### src/rtl/multi_debouncer_pkg.sv
// Shared constants and helpers for the multi-channel push-button debouncer.
package multi_debouncer_pkg;

   localparam int DEF_DB_CYCLES   = 65536;
   localparam int DEF_SYNC_STAGES = 2;
   localparam int DEF_HOLD_CYCLES = 0;

   // Registered one-cycle edge events of a single channel
   typedef struct packed {
      logic pressed;
      logic released;
   } edge_evt_t;

   // Width of a counter that must hold values 0..max_val; never narrower than one bit
   function automatic int cnt_width(input int max_val);
      int w;
      w = $clog2(max_val + 1);
      if (w < 1) begin
         w = 1;
      end else begin
         w = w;
      end
      return w;
   endfunction

endpackage

### src/rtl/multi_debouncer_channel.sv
// One debounce channel: synchroniser, stability counter, press/release pulses
// and an optional long-press hold counter.
module debounce_channel
   import multi_debouncer_pkg::*;
#(
   parameter int SYNC_STAGES = DEF_SYNC_STAGES,
   parameter int DB_CYCLES   = DEF_DB_CYCLES,
   parameter int HOLD_CYCLES = DEF_HOLD_CYCLES
) (
   input  logic clk,
   input  logic rst,
   input  logic raw,
   output logic pb_state,
   output logic pressed,
   output logic released,
   output logic long_press
);

   localparam int              DB_W    = cnt_width(DB_CYCLES);
   localparam logic [DB_W-1:0] DB_LAST = DB_W'(DB_CYCLES - 1);

   logic [SYNC_STAGES-1:0] sync_r;
   logic                   s_s;
   logic [DB_W-1:0]        db_cnt_r;
   logic [DB_W-1:0]        db_cnt_nxt_s;
   logic                   state_r;
   logic                   state_nxt_s;
   edge_evt_t              evt_r;

   // Synchroniser shift chain; the last stage is the only one the debouncer looks at
   always_ff @(posedge clk) begin
      if (rst) begin
         sync_r <= {SYNC_STAGES{1'b0}};
      end else begin
         sync_r <= {sync_r[SYNC_STAGES-2:0], raw};
      end
   end

   assign s_s = sync_r[SYNC_STAGES-1];

   // Next debounced level: any agreeing sample restarts the window
   always_comb begin
      state_nxt_s  = state_r;
      db_cnt_nxt_s = db_cnt_r;
      if (s_s == state_r) begin
         db_cnt_nxt_s = DB_W'(0);
      end else if (db_cnt_r == DB_LAST) begin
         state_nxt_s  = ~state_r;
         db_cnt_nxt_s = DB_W'(0);
      end else begin
         db_cnt_nxt_s = db_cnt_r + DB_W'(1);
      end
   end

   // Debounced level, counter and edge pulses, registered so pulses align with the new level
   always_ff @(posedge clk) begin
      if (rst) begin
         state_r        <= 1'b0;
         db_cnt_r       <= DB_W'(0);
         evt_r.pressed  <= 1'b0;
         evt_r.released <= 1'b0;
      end else begin
         state_r        <= state_nxt_s;
         db_cnt_r       <= db_cnt_nxt_s;
         evt_r.pressed  <= state_nxt_s & ~state_r;
         evt_r.released <= ~state_nxt_s & state_r;
      end
   end

   assign pb_state = state_r;
   assign pressed  = evt_r.pressed;
   assign released = evt_r.released;

   if (HOLD_CYCLES > 0) begin : g_hold
      localparam int              HOLD_W    = cnt_width(HOLD_CYCLES);
      localparam logic [HOLD_W-1:0] HOLD_LAST = HOLD_W'(HOLD_CYCLES - 1);
      localparam logic [HOLD_W-1:0] HOLD_FULL = HOLD_W'(HOLD_CYCLES);

      logic [HOLD_W-1:0] hold_cnt_r;
      logic [HOLD_W-1:0] hold_cnt_nxt_s;
      logic              long_r;
      logic              long_nxt_s;

      // Hold counting; a release on this edge wins over a hold expiry
      always_comb begin
         hold_cnt_nxt_s = hold_cnt_r;
         long_nxt_s     = 1'b0;
         if (!state_r || !state_nxt_s) begin
            hold_cnt_nxt_s = HOLD_W'(0);
         end else if (hold_cnt_r == HOLD_LAST) begin
            hold_cnt_nxt_s = HOLD_FULL;
            long_nxt_s     = 1'b1;
         end else if (hold_cnt_r < HOLD_LAST) begin
            hold_cnt_nxt_s = hold_cnt_r + HOLD_W'(1);
         end else begin
            hold_cnt_nxt_s = hold_cnt_r;
         end
      end

      // Hold counter and long-press pulse registers
      always_ff @(posedge clk) begin
         if (rst) begin
            hold_cnt_r <= HOLD_W'(0);
            long_r     <= 1'b0;
         end else begin
            hold_cnt_r <= hold_cnt_nxt_s;
            long_r     <= long_nxt_s;
         end
      end

      assign long_press = long_r;
   end else begin : g_no_hold
      assign long_press = 1'b0;
   end

endmodule

### src/rtl/multi_debouncer.sv
// Multi-channel push-button debouncer: per-bit polarity correction feeding
// independent debounce channels.
module multi_debouncer
   import multi_debouncer_pkg::*;
#(
   parameter int N_CH        = 4,
   parameter int SYNC_STAGES = DEF_SYNC_STAGES,
   parameter int DB_CYCLES   = DEF_DB_CYCLES,
   parameter int HOLD_CYCLES = DEF_HOLD_CYCLES,
   parameter int ACTIVE_LOW  = 0
) (
   input  logic            clk,
   input  logic            rst,
   input  logic [N_CH-1:0] pb,
   output logic [N_CH-1:0] pb_state,
   output logic [N_CH-1:0] pressed,
   output logic [N_CH-1:0] released,
   output logic [N_CH-1:0] long_press
);

   localparam logic INV = (ACTIVE_LOW != 0) ? 1'b1 : 1'b0;

   logic [N_CH-1:0] raw_s;

   assign raw_s = pb ^ {N_CH{INV}};

   for (genvar i = 0; i < N_CH; i++) begin : g_ch
      debounce_channel #(
         .SYNC_STAGES (SYNC_STAGES),
         .DB_CYCLES   (DB_CYCLES),
         .HOLD_CYCLES (HOLD_CYCLES)
      ) u_ch (
         .clk        (clk),
         .rst        (rst),
         .raw        (raw_s[i]),
         .pb_state   (pb_state[i]),
         .pressed    (pressed[i]),
         .released   (released[i]),
         .long_press (long_press[i])
      );
   end

endmodule

### config.mk
export PLATFORM = sky130hd
export DESIGN_NAME = multi_debouncer
export DESIGN_NICKNAME = d
export VERILOG_FILES = /design/src/rtl/multi_debouncer_pkg.sv /design/src/rtl/multi_debouncer_channel.sv /design/src/rtl/multi_debouncer.sv
export SDC_FILE = /design/constraint.sdc
export NUM_CORES = 1
export LEC_CHECK = 0
export ABC_AREA = 1
export BUFFER_PORTS_ARGS = -buffer_cell sky130_fd_sc_hd__buf_4
export CAP_MARGIN = 20
export CORE_UTILIZATION = 60
export CTS_CLUSTER_SIZE = 20
export DETAILED_ROUTE_END_ITERATION = 7
export HOLD_SLACK_MARGIN = 0.1
export PLACE_DENSITY_LB_ADDON = 0.1
export SYNTH_ARGS = -nofsm -noshare
export SYNTH_HDL_FRONTEND = slang
export SYNTH_HIERARCHICAL = 1
export SYNTH_SLANG_ARGS = --single-unit
### constraint.sdc
create_clock -name clk -period 2.5 [get_ports clk]
set_clock_uncertainty 0.1 [all_clocks]
set_input_delay 0.5 -clock clk [delete_from_list [all_inputs] [get_ports clk]]
set_output_delay 0.5 -clock clk [all_outputs]
set_load 0.01 [all_outputs]
* Word level (Yosys, flattened, before mapping)
Index checks and enable logic that the tools add are counted.
Cells by class: $add $sub $neg 4, $mul 0, div/mod/pow operators 0, magnitude comparators 0, eq/ne operators 8, shifts and indexed selects 0, mux-type cells 8, bitwise gates (word level) 16, reductions and logical operators 4
Operators by type and width (number):
- $add 17x1->17 const B | 4
- $eq 17x16->1 const B | 4
- $reduce_or 3->1 | 4
- $and 1x1->1 | 8
- $mux 1 | 8
- $not 1->1 | 8
- $eq 1x1->1 | 4
Word-level totals: flip-flop bits (word level) 88, bits in latches 0, RAM bits 0, ROM bits 0, input bits 6, output and inout port bits 16, word-level logic and storage cells 60, memories 0

* Logic depth before layout (Yosys ltp)
depth in word-level cells 5, depth in mapped cells 15, gate-level depth less buffers 15

* Hierarchy
The synthesis kept the hierarchy.
Modules (own cells, without submodules):
- debounce_channel | times used 4, cells an instance 143, area an instance 1037.2 µm², seq. area each 440.4 µm²

* Worst setup path before layout
No wires, ideal clock.
kind register -> register, start register g_ch[0].u_ch.db_cnt_r[0], end register g_ch[0].u_ch.db_cnt_r[14], library setup time 0.111 ns, arrival 1.693 ns, data required time 2.289 ns, setup slack 0.597 ns, cell stages (with the launch flop) 16, path buffers 0, clock period less this slack 1.903 ns, cells stage by stage dfxtp_1 > ha_1 > nand3_2 > inv_1 > nand2_2 > nor2_1 > nand2_1 > nor2_1 > ha_1 > inv_2 > nand3_1 > inv_1 > o21ai_1 > inv_1 > nand2_1 > nor2_2
Between the ends: cells in the longest elaborated chain, start to end 2, elaborated cells between the ends (all ways) 3, classes of those cells add/sub: 1; eq/ne: 1; reduce/logical: 1
RTL lines:
- start: declaration | RTL line multi_debouncer_channel.sv:24 | logic [DB_W-1:0] db_cnt_r;
- start signal: assignment | RTL line multi_debouncer_channel.sv:64 | db_cnt_r <= db_cnt_nxt_s;
- branches (longest 2 deep; another with $add 17x1->17)
Parallel ways; which one is timed is not known. A chain may end at the register's enable or synchronous reset.

* Worst setup path after layout
start register g_ch[3].u_ch.db_cnt_r[0], end register g_ch[3].u_ch.db_cnt_r[14]
Between the ends: cells in the longest elaborated chain, start to end 2, elaborated cells between the ends (all ways) 3, classes of those cells add/sub: 1; eq/ne: 1; reduce/logical: 1
RTL lines (RTL line):
- start: declaration | multi_debouncer_channel.sv:24
- start signal: assignment | multi_debouncer_channel.sv:64
- branches (longest 2 deep; another with $add 17x1->17)
Parallel ways; which one is timed is not known.

==> impl_metrics.prom <==
# TYPE chip_impl_metric gauge
chip_impl_info{name="outcome",value="completed"} 1
chip_impl_metric{name="register_area",unit="µm²"} 1760
chip_impl_info{name="tritoncts_clock_tree",value="done"} 1
chip_impl_info{name="synth_commonest_cells",value="128 x nand2_1, 96 x nor2_1, 88 x dfxtp_1, 80 x inv_1"} 1
chip_impl_metric{name="postSynthRegisterBits",unit=""} 88
chip_impl_metric{name="clk-insertion-delay-late",unit="ps"} 340
chip_impl_metric{name="vdd_drop_max",unit="µV"} 343
chip_impl_metric{name="antenna_found_initial",unit=""} 0
chip_impl_metric{name="cts.path.max_buffers",unit=""} 2
chip_impl_metric{name="htree_num_levels",unit=""} 3
chip_impl_metric{name="ant_nets",unit=""} 0
chip_impl_metric{name="drt-vias-per-instance",unit=""} 4.99
chip_impl_metric{name="timing.fmax",unit="MHz"} 460
chip_impl_metric{name="timing.critical_path.arrival",unit="ps"} 2320
chip_impl_metric{name="post_route_cells_drive_above_1_share",unit=""} 0.156
chip_impl_metric{name="syn_nets",unit=""} 586
chip_impl_info{name="synth.most_common_cell",value="nand2_1"} 1
chip_impl_metric{name="number_of_clock_buffers_inserted_by_tritoncts",unit=""} 9
chip_impl_metric{name="drt_pre_antenna_iters",unit=""} 4
chip_impl_metric{name="design.final.nets",unit=""} 610
chip_impl_metric{name="timing_hold_violations_final",unit=""} 0
chip_impl_metric{name="drc",unit=""} 0
chip_impl_metric{name="grt_overflow_total",unit=""} 0
chip_impl_metric{name="hold_path_depth",unit=""} 3
chip_impl_info{name="holdCritPathClass",value="primary input to flop"} 1
chip_impl_metric{name="timing.reg2reg.setup_slack",unit="ps"} 330
chip_impl_info{name="path_class",value="flop to flop"} 1
chip_impl_metric{name="fin_crit",unit="ps"} 2170
chip_impl_info{name="clock-root-buffer",value="clkbuf_8"} 1
chip_impl_metric{name="clk_pin_slew",unit="ps"} 80
chip_impl_metric{name="number_of_distinct_library_cell_variants_in_the_gate_level_netlist_after_synthesis",unit=""} 28
chip_impl_info{name="grt_busiest_layer",value="met2"} 1
chip_impl_info{name="grt_setup_unrepaired",value="false"} 1
chip_impl_metric{name="timing.final.setup_violations",unit=""} 0
chip_impl_metric{name="cell_depth_of_the_worst_flop_to_flop_path",unit=""} 15
chip_impl_metric{name="syn_to_final_growth",unit="%"} 8.53
chip_impl_metric{name="top_level_ports",unit=""} 22
chip_impl_metric{name="layout_worst_path_cycle_share",unit=""} 0.869
chip_impl_metric{name="placement.io_buffers",unit=""} 17
chip_impl_metric{name="synth.yosys.warnings",unit=""} 6
chip_impl_metric{name="synth_enable_flop_cells",unit=""} 0
chip_impl_metric{name="synthDominantCellAreaShare",unit=""} 0.425
chip_impl_metric{name="fp.coreArea",unit="µm²"} 6490
chip_impl_metric{name="post_cts_buffers",unit=""} 0
chip_impl_metric{name="multi_input_comb_area",unit="µm²"} 2010
chip_impl_metric{name="die-area",unit="µm²"} 7250
chip_impl_metric{name="place_hpwl",unit="mm"} 5.47
chip_impl_metric{name="max_capacitance_violation_count",unit=""} 0
chip_impl_metric{name="setup_total_negative_slack",unit="ps"} 0
chip_impl_metric{name="synth_async_sr_flop_share",unit=""} 0
chip_impl_info{name="synth.largest_area_cell",value="dfxtp_1"} 1
chip_impl_metric{name="critPathMaxFanout",unit=""} 6
chip_impl_metric{name="wl_per_cell",unit="µm"} 10.8
chip_impl_metric{name="place.gp.congestion",unit=""} 0.828
chip_impl_info{name="timing.critical_path.from_type",value="flop"} 1
chip_impl_metric{name="groute.usage.overall",unit=""} 0.223
chip_impl_metric{name="die_width",unit="µm"} 85.2
chip_impl_metric{name="clkSinkCount",unit=""} 88
chip_impl_metric{name="p_per_area",unit="nW/µm²"} 513
chip_impl_info{name="leading_post_synthesis_cells_by_cell_area",value="dfxtp_1 42%, nand2_1 12%, nor2_1 8.7%"} 1
chip_impl_metric{name="global_route.usage.met3",unit=""} 0.0311
chip_impl_metric{name="totalPowerFinal",unit="mW"} 2.31
chip_impl_metric{name="wirelength",unit="mm"} 7.30
chip_impl_metric{name="post_synth.cell_area_avg",unit="µm²"} 7.25
chip_impl_metric{name="initial_utilization",unit=""} 0.639
chip_impl_metric{name="globalRouteMet1Util",unit=""} 0.261
chip_impl_metric{name="vias_in_the_first_global_route",unit=""} 3299
chip_impl_info{name="synth-main-ff-cell",value="dfxtp_1"} 1
chip_impl_metric{name="cts_repair_resize_count",unit=""} 0
chip_impl_metric{name="holdBufCountCts",unit=""} 0
chip_impl_metric{name="critical_path_required",unit="ps"} 2640
chip_impl_metric{name="synthesis.instances",unit=""} 572
chip_impl_metric{name="largest_net_degree_at_the_start_of_global_routing",unit=""} 17
chip_impl_info{name="timing.critical_path.to_type",value="flop"} 1
chip_impl_metric{name="ys_seq_area_frac",unit=""} 0.425
chip_impl_metric{name="leakagePower",unit="nW"} 1.72
chip_impl_metric{name="fillers",unit=""} 527
chip_impl_metric{name="globalRouteMet2Util",unit=""} 0.405
chip_impl_metric{name="insertedDiodeCount",unit=""} 0
chip_impl_metric{name="starting_drc_count_in_detailed_routing",unit=""} 125
chip_impl_metric{name="chipHeight",unit="µm"} 85.2
chip_impl_metric{name="fp-row-count",unit=""} 29
chip_impl_metric{name="dr_total_vias",unit=""} 3365
chip_impl_metric{name="synthesis.area",unit="µm²"} 4150
chip_impl_metric{name="timing_max_transition_violations_final",unit=""} 0
chip_impl_metric{name="grt_first_pass_wirelength",unit="mm"} 13.2
-- cells by family (layout without fill, tap and decap cells) --
logic type | after synthesis | count (layout) | synth area share
simple gates | 328 | 328 | 0.376
buf+inv | 92 | 118 | 0.0905
flops | 88 | 88 | 0.425
compound gates | 44 | 44 | 0.0639
fa+ha+maj | 8 | 8 | 0.0241
xor+xnor | 8 | 8 | 0.0169
other cells | 4 | 4 | 0.00362
-- power by group --
part | internal, mW | switching, mW
clock network | 0.398 | 0.451
logic | 0.0164 | 0.0296
registers | 1.41 | 0.00533
-- path summary, 6_finish.rpt --
path / endpoint / start
hold / removal: g_ch[2].u_ch/sync_r[0] / pb[2]
setup reg to reg: g_ch[3].u_ch/db_cnt_r[14] / g_ch[3].u_ch/db_cnt_r[0]
setup / recovery: g_ch[3].u_ch/db_cnt_r[14] / g_ch[3].u_ch/db_cnt_r[0]
hold reg to reg: g_ch[2].u_ch/sync_r[1] / g_ch[2].u_ch/sync_r[0]
-- per-stage QoR --
step | area [µm²] | utilization | setup WS (ps) | cells | hold slack, ps
floorplan | 4150 | - | 597 | 572 | 288
global placement | 4340 | 0.669 | 440 | 662 | 296
detailed placement | 4340 | 0.669 | 366 | 662 | 299
CTS | 4500 | 0.693 | 322 | 675 | 247
global route | 4500 | 0.693 | 78.7 | 675 | 257
finish | 4500 | 0.693 | 328 | 675 | 254
-- routing by layer --
layer / part of all wire / wire (µm)
met1: 0.48 / 3510
met3: 0.028 / 204
met4: 0.019 / 139
met5: 0 / 0
met2: 0.47 / 3450
-- registers in the layout, summed over array words and instances (netlist names) --
name / cells
g_ch.u_ch/db_cnt_r: 68
g_ch.u_ch/sync_r: 8
g_ch.u_ch/pb_state: 4
g_ch.u_ch/pressed: 4
g_ch.u_ch/released: 4
-- placed cells by master, fill, tap and decap left out --
cell type	instances
nor3_2	4
nor3_1	4
dfxtp_1	88
conb_1	4
inv_1	80
xor2_1	4
nor2_2	24
inv_2	4
a21oi_1	24
buf_4	21
xnor2_1	4
nor2b_4	4
or2_1	8
clkbuf_8	11
nor2_4	4
o21bai_1	8
nand3_2	8
o21bai_2	4
nand3_1	24
o21ai_1	4
clkinv_2	1
clkbuf_1	1
nand2_2	8
nand3b_1	4
nor3b_1	4
o21ai_0	4
nor2_1	96
nand4_1	4
ha_1	8
nand2_1	128
nor4_1	4
-- worst max-delay path: stages (launching register included) --
cell     delay (ps)
dfxtp_1         400
ha_1            230
nand3_2         140
inv_1           120
nand2_2          80
nor2_1           90
nand2_1          70
nor2_1          100
ha_1            170
inv_2            60
nand3_1          70
inv_1            40
o21ai_1          90
inv_1           150
nand2_1         120
nor2_2           40
-- cell type report --
type | instances | share of cell area
multi-input combinational | 392 | 0.447
sequential | 88 | 0.391
inverter | 84 | 0.0700
timing repair buffer | 21 | 0.0350
clock buffer | 12 | 0.0345
tap | 77 | 0.0214
clock inverter | 1 | 0.00111
No activity file was read; power rests on OpenSTA's default activity.
